`src/rtl/demux_filas_pkg.sv`:
```
// Shared definitions for the 1:2 row demultiplexer: state encodings and default sizes.
package demux_filas_pkg;

  typedef enum logic {
    LLENANDO_1 = 1'b0,
    LLENANDO_2 = 1'b1
  } estado_t;

  localparam int BITS_DATOS_DEF = 8;
  localparam int ANCHO_FILA_DEF = 640;
  localparam int BITS_DIR_DEF   = 10;

endpackage

```
`src/rtl/demux_1_2_filas_contador.sv`:
```
// Column counter: advances on each accepted pixel and wraps after the last column of a row.
module contador_columnas #(
  parameter int ANCHO_FILA = 640,
  parameter int BITS_DIR   = 10
) (
  input  logic                clk,
  input  logic                reset_n,
  input  logic                habilitar,
  output logic [BITS_DIR-1:0] cuenta,
  output logic                ultimo
);

  localparam logic [BITS_DIR-1:0] COL_FINAL = BITS_DIR'(ANCHO_FILA - 1);

  assign ultimo = (cuenta == COL_FINAL);

  always_ff @(posedge clk or negedge reset_n) begin
    if (!reset_n) begin
      cuenta <= '0;
    end else if (habilitar) begin
      cuenta <= ultimo ? '0 : cuenta + 1'b1;
    end
  end

endmodule

```
`src/rtl/demux_1_2_filas.sv`:
```
// Steers an incoming pixel stream alternately into two row buffers, one full row each.
// Optional DEMUX_FILAS_CONTADOR_EN adds a 16-bit completed-row counter (conteo_filas).
//
// state      | meaning
// LLENANDO_1 | pixels are written to row buffer 1
// LLENANDO_2 | pixels are written to row buffer 2
module demux_1_2_filas
  import demux_filas_pkg::*;
#(
  parameter int BITS_DATOS = BITS_DATOS_DEF,
  parameter int ANCHO_FILA = ANCHO_FILA_DEF,
  parameter int BITS_DIR   = BITS_DIR_DEF
) (
  input  logic                  clk,
  input  logic                  reset_n,
  input  logic [BITS_DATOS-1:0] entrada,
  input  logic                  entrada_valida,
  output logic [BITS_DATOS-1:0] salida_1,
  output logic [BITS_DATOS-1:0] salida_2,
  output logic                  escritura_1,
  output logic                  escritura_2,
  output logic [BITS_DIR-1:0]   direccion,
  output logic                  seleccion,
  output logic                  fila_lista,
  output logic                  fin_fila
`ifdef DEMUX_FILAS_CONTADOR_EN
  ,
  output logic [15:0]           conteo_filas
`endif
);

  estado_t               estado, estado_sig;
  logic [BITS_DIR-1:0]   cuenta;
  logic                  ultimo;
  logic [BITS_DATOS-1:0] dato_q;
  logic                  cierre_fila;

  assign cierre_fila = entrada_valida & ultimo;

  contador_columnas #(
    .ANCHO_FILA(ANCHO_FILA),
    .BITS_DIR  (BITS_DIR)
  ) u_contador (
    .clk      (clk),
    .reset_n  (reset_n),
    .habilitar(entrada_valida),
    .cuenta   (cuenta),
    .ultimo   (ultimo)
  );

  always_ff @(posedge clk or negedge reset_n) begin
    if (!reset_n) begin
      estado <= LLENANDO_1;
    end else begin
      estado <= estado_sig;
    end
  end

  always_comb begin
    estado_sig = estado;
    if (cierre_fila) begin
      estado_sig = (estado == LLENANDO_1) ? LLENANDO_2 : LLENANDO_1;
    end
  end

  // Both data outputs share one register; only the enabled buffer consumes it.
  assign salida_1 = dato_q;
  assign salida_2 = dato_q;

  always_ff @(posedge clk or negedge reset_n) begin
    if (!reset_n) begin
      dato_q      <= '0;
      escritura_1 <= 1'b0;
      escritura_2 <= 1'b0;
      direccion   <= '0;
      fin_fila    <= 1'b0;
      seleccion   <= 1'b0;
      fila_lista  <= 1'b0;
    end else begin
      escritura_1 <= entrada_valida & (estado == LLENANDO_1);
      escritura_2 <= entrada_valida & (estado == LLENANDO_2);
      fin_fila    <= cierre_fila;
      if (entrada_valida) begin
        dato_q    <= entrada;
        direccion <= cuenta;
      end
      if (cierre_fila) begin
        seleccion  <= (estado == LLENANDO_2);
        fila_lista <= 1'b1;
      end
    end
  end

`ifdef DEMUX_FILAS_CONTADOR_EN
  // Updated on the same edge that raises fin_fila, so both become visible together.
  always_ff @(posedge clk or negedge reset_n) begin
    if (!reset_n) begin
      conteo_filas <= '0;
    end else if (cierre_fila) begin
      conteo_filas <= conteo_filas + 16'd1;
    end
  end
`endif

endmodule
```
`config.mk`:
```
export PLATFORM = sky130hd
export DESIGN_NAME = demux_1_2_filas
export DESIGN_NICKNAME = d
export VERILOG_FILES = /design/src/rtl/demux_filas_pkg.sv /design/src/rtl/demux_1_2_filas_contador.sv /design/src/rtl/demux_1_2_filas.sv
export SDC_FILE = /design/constraint.sdc
export NUM_CORES = 1
export LEC_CHECK = 0
export ABC_CLOCK_PERIOD_IN_PS = 4460
export CAP_MARGIN = 15
export CORE_ASPECT_RATIO = 1.5
export CORE_MARGIN = 1.5
export CORE_UTILIZATION = 45
export CTS_CLUSTER_DIAMETER = 40
export DETAILED_ROUTE_END_ITERATION = 16
export PLACE_DENSITY_LB_ADDON = 0.05
export SLEW_MARGIN = 5
export SYNTH_ARGS = -nofsm -noshare
export SYNTH_HDL_FRONTEND = slang
export SYNTH_SLANG_ARGS = --single-unit
export TNS_END_PERCENT = 10
```
`constraint.sdc`:
```
create_clock -name clk -period 4.46 [get_ports clk]
set_input_delay 0.446 -clock clk [delete_from_list [all_inputs] [get_ports clk]]
set_output_delay 0.446 -clock clk [all_outputs]
set_load 0.02 [all_outputs]
```
# Word-level counts from Yosys, hierarchy flattened
# Cells that the tools add are included.
# op_classes
bitwise_logic	4
mux	2
add_sub_neg	1
n_eq_ne	1
# ops
cell	n
$add 10x1->10 const B	1
$eq 10x10->1 const B	1
$mux 10	1
$and 1x1->1	3
$mux 1	1
$not 1->1	1
# totals
wordCells	17
regBits	34
out_inout_bits	31
in_bits	11

# Depth between registers and ports, before layout
# logic_depth
depth_word	2
mapped_depth	4
mapped_depth_nobuf	4

# Cells and area by module
# A second synthesis with hierarchy kept.
# hier_totals
hier_cells	109
hier_area_um2	1510.2
# by_module_without_submodules
module	cells_each	area_per_inst_um2	instances	seq_area_each_um2
demux_1_2_filas	59	1007.2	1	600.6
contador_columnas	50	503.0	1	250.2

# Worst setup path before layout
# Ideal clock, no wire load.
# synth_timing
path_type	register -> register
startpoint	register u_contador.cuenta[7]
endpoint	register seleccion
n_path_buf	0
setup_ps	125
required_ps	4335
period_less_slack_ps	1467
setup_slack_ps	2993
stages_incl_launch_ff	4
t_arrival_ps	1342
path_cell_list	dfrtp_1 nand4bb_1 nor3_4 mux2_4
# synth_between
elab_chain_cells	2
# synth_lines
element	line	text
start: declaration	demux_1_2_filas_contador.sv:9	output logic [BITS_DIR-1:0] cuenta,
start signal: assignment	demux_1_2_filas_contador.sv:21	cuenta <= ultimo ? '0 : cuenta + 1'b1;
$eq 10x10->1	demux_1_2_filas_contador.sv:15	assign ultimo = (cuenta == COL_FINAL);
$and 1x1->1	demux_1_2_filas.sv:38	assign cierre_fila = entrada_valida & ultimo;
net cierre_fila	demux_1_2_filas.sv:36	logic cierre_fila;
end signal: assignment	demux_1_2_filas.sv:88	seleccion <= (estado == LLENANDO_2);
end: declaration	demux_1_2_filas.sv:23	output logic seleccion,
# The timed path passes the listed nets, and every way through them passes these cells.
# A chain may end at the register's enable or synchronous reset.

# Worst setup path after layout
# layout_timing
startpoint	input port entrada_valida
endpoint	register seleccion
# layout_between
elab_chain_cells	1
# layout_lines
element	line	text
start: declaration	demux_1_2_filas.sv:17	input logic entrada_valida,
$and 1x1->1	demux_1_2_filas.sv:38	
net cierre_fila	demux_1_2_filas.sv:36	
# The timed path passes the listed nets, and every way through them passes these cells.

==> out/metrics.cfg <==
[worst_setup_path]
r2r_slack_ns=2.80
worstPathMaxFanout=30
reg2reg_depth=4
crit_required_ns=4.63
rr_startpoint=u_contador.cuenta[1]$_DFFE_PN0P_
r2r_end=seleccion$_DFFE_PN0P_
crit_type=input pin to register
critical_path.endpoint_type=register
critPathArrivalTime_ns=2.10
startpoint_type=input pin

[floorplanning]
coreArea_um2=3100
die_h_um=72.3
die_w_um=49.2
start_util_pct=46.5
dieArea_um2=3550
pin_count=42
rows=25

[power_and_ir_drop]
p_per_area_nw_per_um2=451
total_power_mw=0.871
leakage_nw=0.848
worst_ir_drop_vdd_mv=0.285

[synth]
synth_fa_ha_area_share_pct=0.870
synthFlopType=dfrtp_1
ys_seq_elements=34
ys_seq_area_share_pct=59.1
synthesis.area_per_instance_um2=13.6
synthSimpleGateAreaFrac_pct=11.4
synth-compound-area-share_pct=3.91
netlist_area_um2=1440
ys_top_cells_by_count=34 x dfrtp_1, 18 x mux2_2, 8 x buf_4
yosys.area.top_type=dfrtp_1
synth-edff-count=0
synth_fp_nets=118
yosys-top-cells-area=dfrtp_1 59%, mux2_2 14%, buf_4 4.2%, xor2_1 2.4%, nand4_4 1.5%
muxShareOfSynthArea_pct=15.1
synth_most_common_cell=dfrtp_1
ys_warn_count=0
async_flop_share_pct=100
synth_top_area_share_pct=59.1
synth_top_family_by_area=multiplexers
synthCells=106
synth_cell_types=30
synthXorXnorAreaFrac_pct=3.65

[global_routing]
grt_pass1_vias=1002
grt_pass1_wl_um=4300
antenna_found_initial=0
grt-busiest-layer=met2
grt_use_met1_pct=17.3
grt.met2_usage_pct=27.6
use_met3_pct=5.97
grt_max_degree=35
gr-total-overflow=0
grtUsageTotal_pct=16.4

[drt]
via_per_inst=5.02
drt_iter0_drc=16
routed_wl_um=2470
drc=0
drtPass1Iterations=2
postRouteAntennaNets=0
vias=933
wl_per_cell_um=13.3

[cells_and_area]
drive_gt1_share_pct=23.3
area_delta_synth_final_pct=34.3
final_nets=157
design_area_um2=1930
diodes=0
utilization_pct=62.4

[clock_network]
cts_setup_buffers=0
cts_hold_buffers=0
worstSkewPairLatency_ns=0.28
cts_resized=0
clockBufferDepth=2
cts_root_buf=clkbuf_8
numCtsBuffers=5
htreeDepth=2
cts_sinks=34
clk_pin_slew_worst_paths_ns=0.07
cts_tree=yes

[flow_run]
cap_violations=0

[min_path]
hold_depth=1
hold_path.class=register to register
whs_endpoint=fila_lista$_DFFE_PN0P_
min_from=fila_lista$_DFFE_PN0P_

[placement]
numPortBuffers=41
dp_hpwl_um=1760
routabilityCongestion=0.821
placed_cell_area_um2=1840

[sta]
finClkSkew_ns=0.00621
rsz0062_at_grt=no
tightest_slew_ns=0.416
finalHoldViolations=0
period_share_pct=43.3
tns_ns=0
max_freq_mhz=517
slew_viol_final=0
post-route-min-period_ns=1.93
setup_viol=0
slew_headroom_pct=72.3
hold_ws_ns=0.476

[status]
status=completed

-- power by group --
| part | switching [mW] | total (mW) | internal, mW | leakage, nW |
|---|---|---|---|---|
| combinational | 0.103 | 0.221 | 0.117 | 0.365 |
| clock | 0.105 | 0.229 | 0.124 | 0.0482 |
| sequential | 0.0604 | 0.422 | 0.361 | 0.435 |
-- per-layer routing --
layer  wire [um]  share of wire, %  up-vias
li1            -                 -      439
met1         982                40      455
met2        1280                52       31
met3         146               5.9        8
met4          66               2.7        0
met5           0                 0        -
-- final cells by class --
class	count	area (um2)
multi-input cells	58	503
flip-flops and latches	34	851
repair buffers	43	425
clock inverters	1	5.00
clock buffers	7	86.3
fillers	246	1160
well taps	40	50.0
inverters	3	11.3
-- cell families after synthesis --
| group | Yosys count |
|---|---|
| AO/OA/AOI/OAI | 9 |
| XOR/XNOR | 6 |
| adder cells (fa/ha/maj) | 1 |
| buffers and inverters | 14 |
| flip-flops | 34 |
| multiplexers | 19 |
| AND/OR/NAND/NOR | 23 |
-- how the worst max path moves through the flow --
stage / startpoint / cells past startpoint / slack, ns / end
CTS: entrada_valida / 5 / 2.51 / seleccion$_DFFE_PN0P_
global route: entrada_valida / 5 / 2.39 / seleccion$_DFFE_PN0P_
floorplan: u_contador.cuenta[7]$_DFFE_PN0P_ / 3 / 2.99 / seleccion$_DFFE_PN0P_
finish: entrada_valida / 5 / 2.53 / seleccion$_DFFE_PN0P_
detailed placement: entrada_valida / 5 / 2.20 / seleccion$_DFFE_PN0P_
global placement: entrada_valida / 5 / 2.25 / seleccion$_DFFE_PN0P_
-- stage by stage --
step	worst slack, ns	std cells
2_1_floorplan	2.99	106
3_3_place_gp	2.25	178
3_5_place_dp	2.20	178
4_1_cts	2.51	186
5_1_grt	2.39	186
6_report	2.53	186
-- worst max-delay path, cell delays in order --
cell             delay [ns]
clkdlybuf4s50_1        0.45
buf_4                  0.31
nand3_1                0.21
nor3_4                 0.35
mux2_4                 0.33
-- sequential cells by signal (all words and copies together) (netlist names) --
name / cells
escritura_2: 1
direccion: 10
u_contador.cuenta: 10
fin_fila: 1
salida_1: 8
escritura_1: 1
fila_lista: 1
seleccion: 1
estado: 1
-- cell usage in the layout (no fill, tap or decap), types with 2 or more instances in the layout --
cell	Yosys	layout
a21oi_1	2	2
clkdlybuf4s50_1	0	41
xor2_1	4	4
xnor2_1	2	2
nand2_1	3	3
mux2_2	18	18
clkbuf_8	0	6
dfrtp_1	34	34
buf_4	8	2
or3_1	2	2
nor3_1	2	2
nand3_1	3	3
inv_1	3	3
o21ai_0	3	3
nor2_1	2	2
nand4_1	3	3
Note: power is estimated with default switching activity, not from simulation.
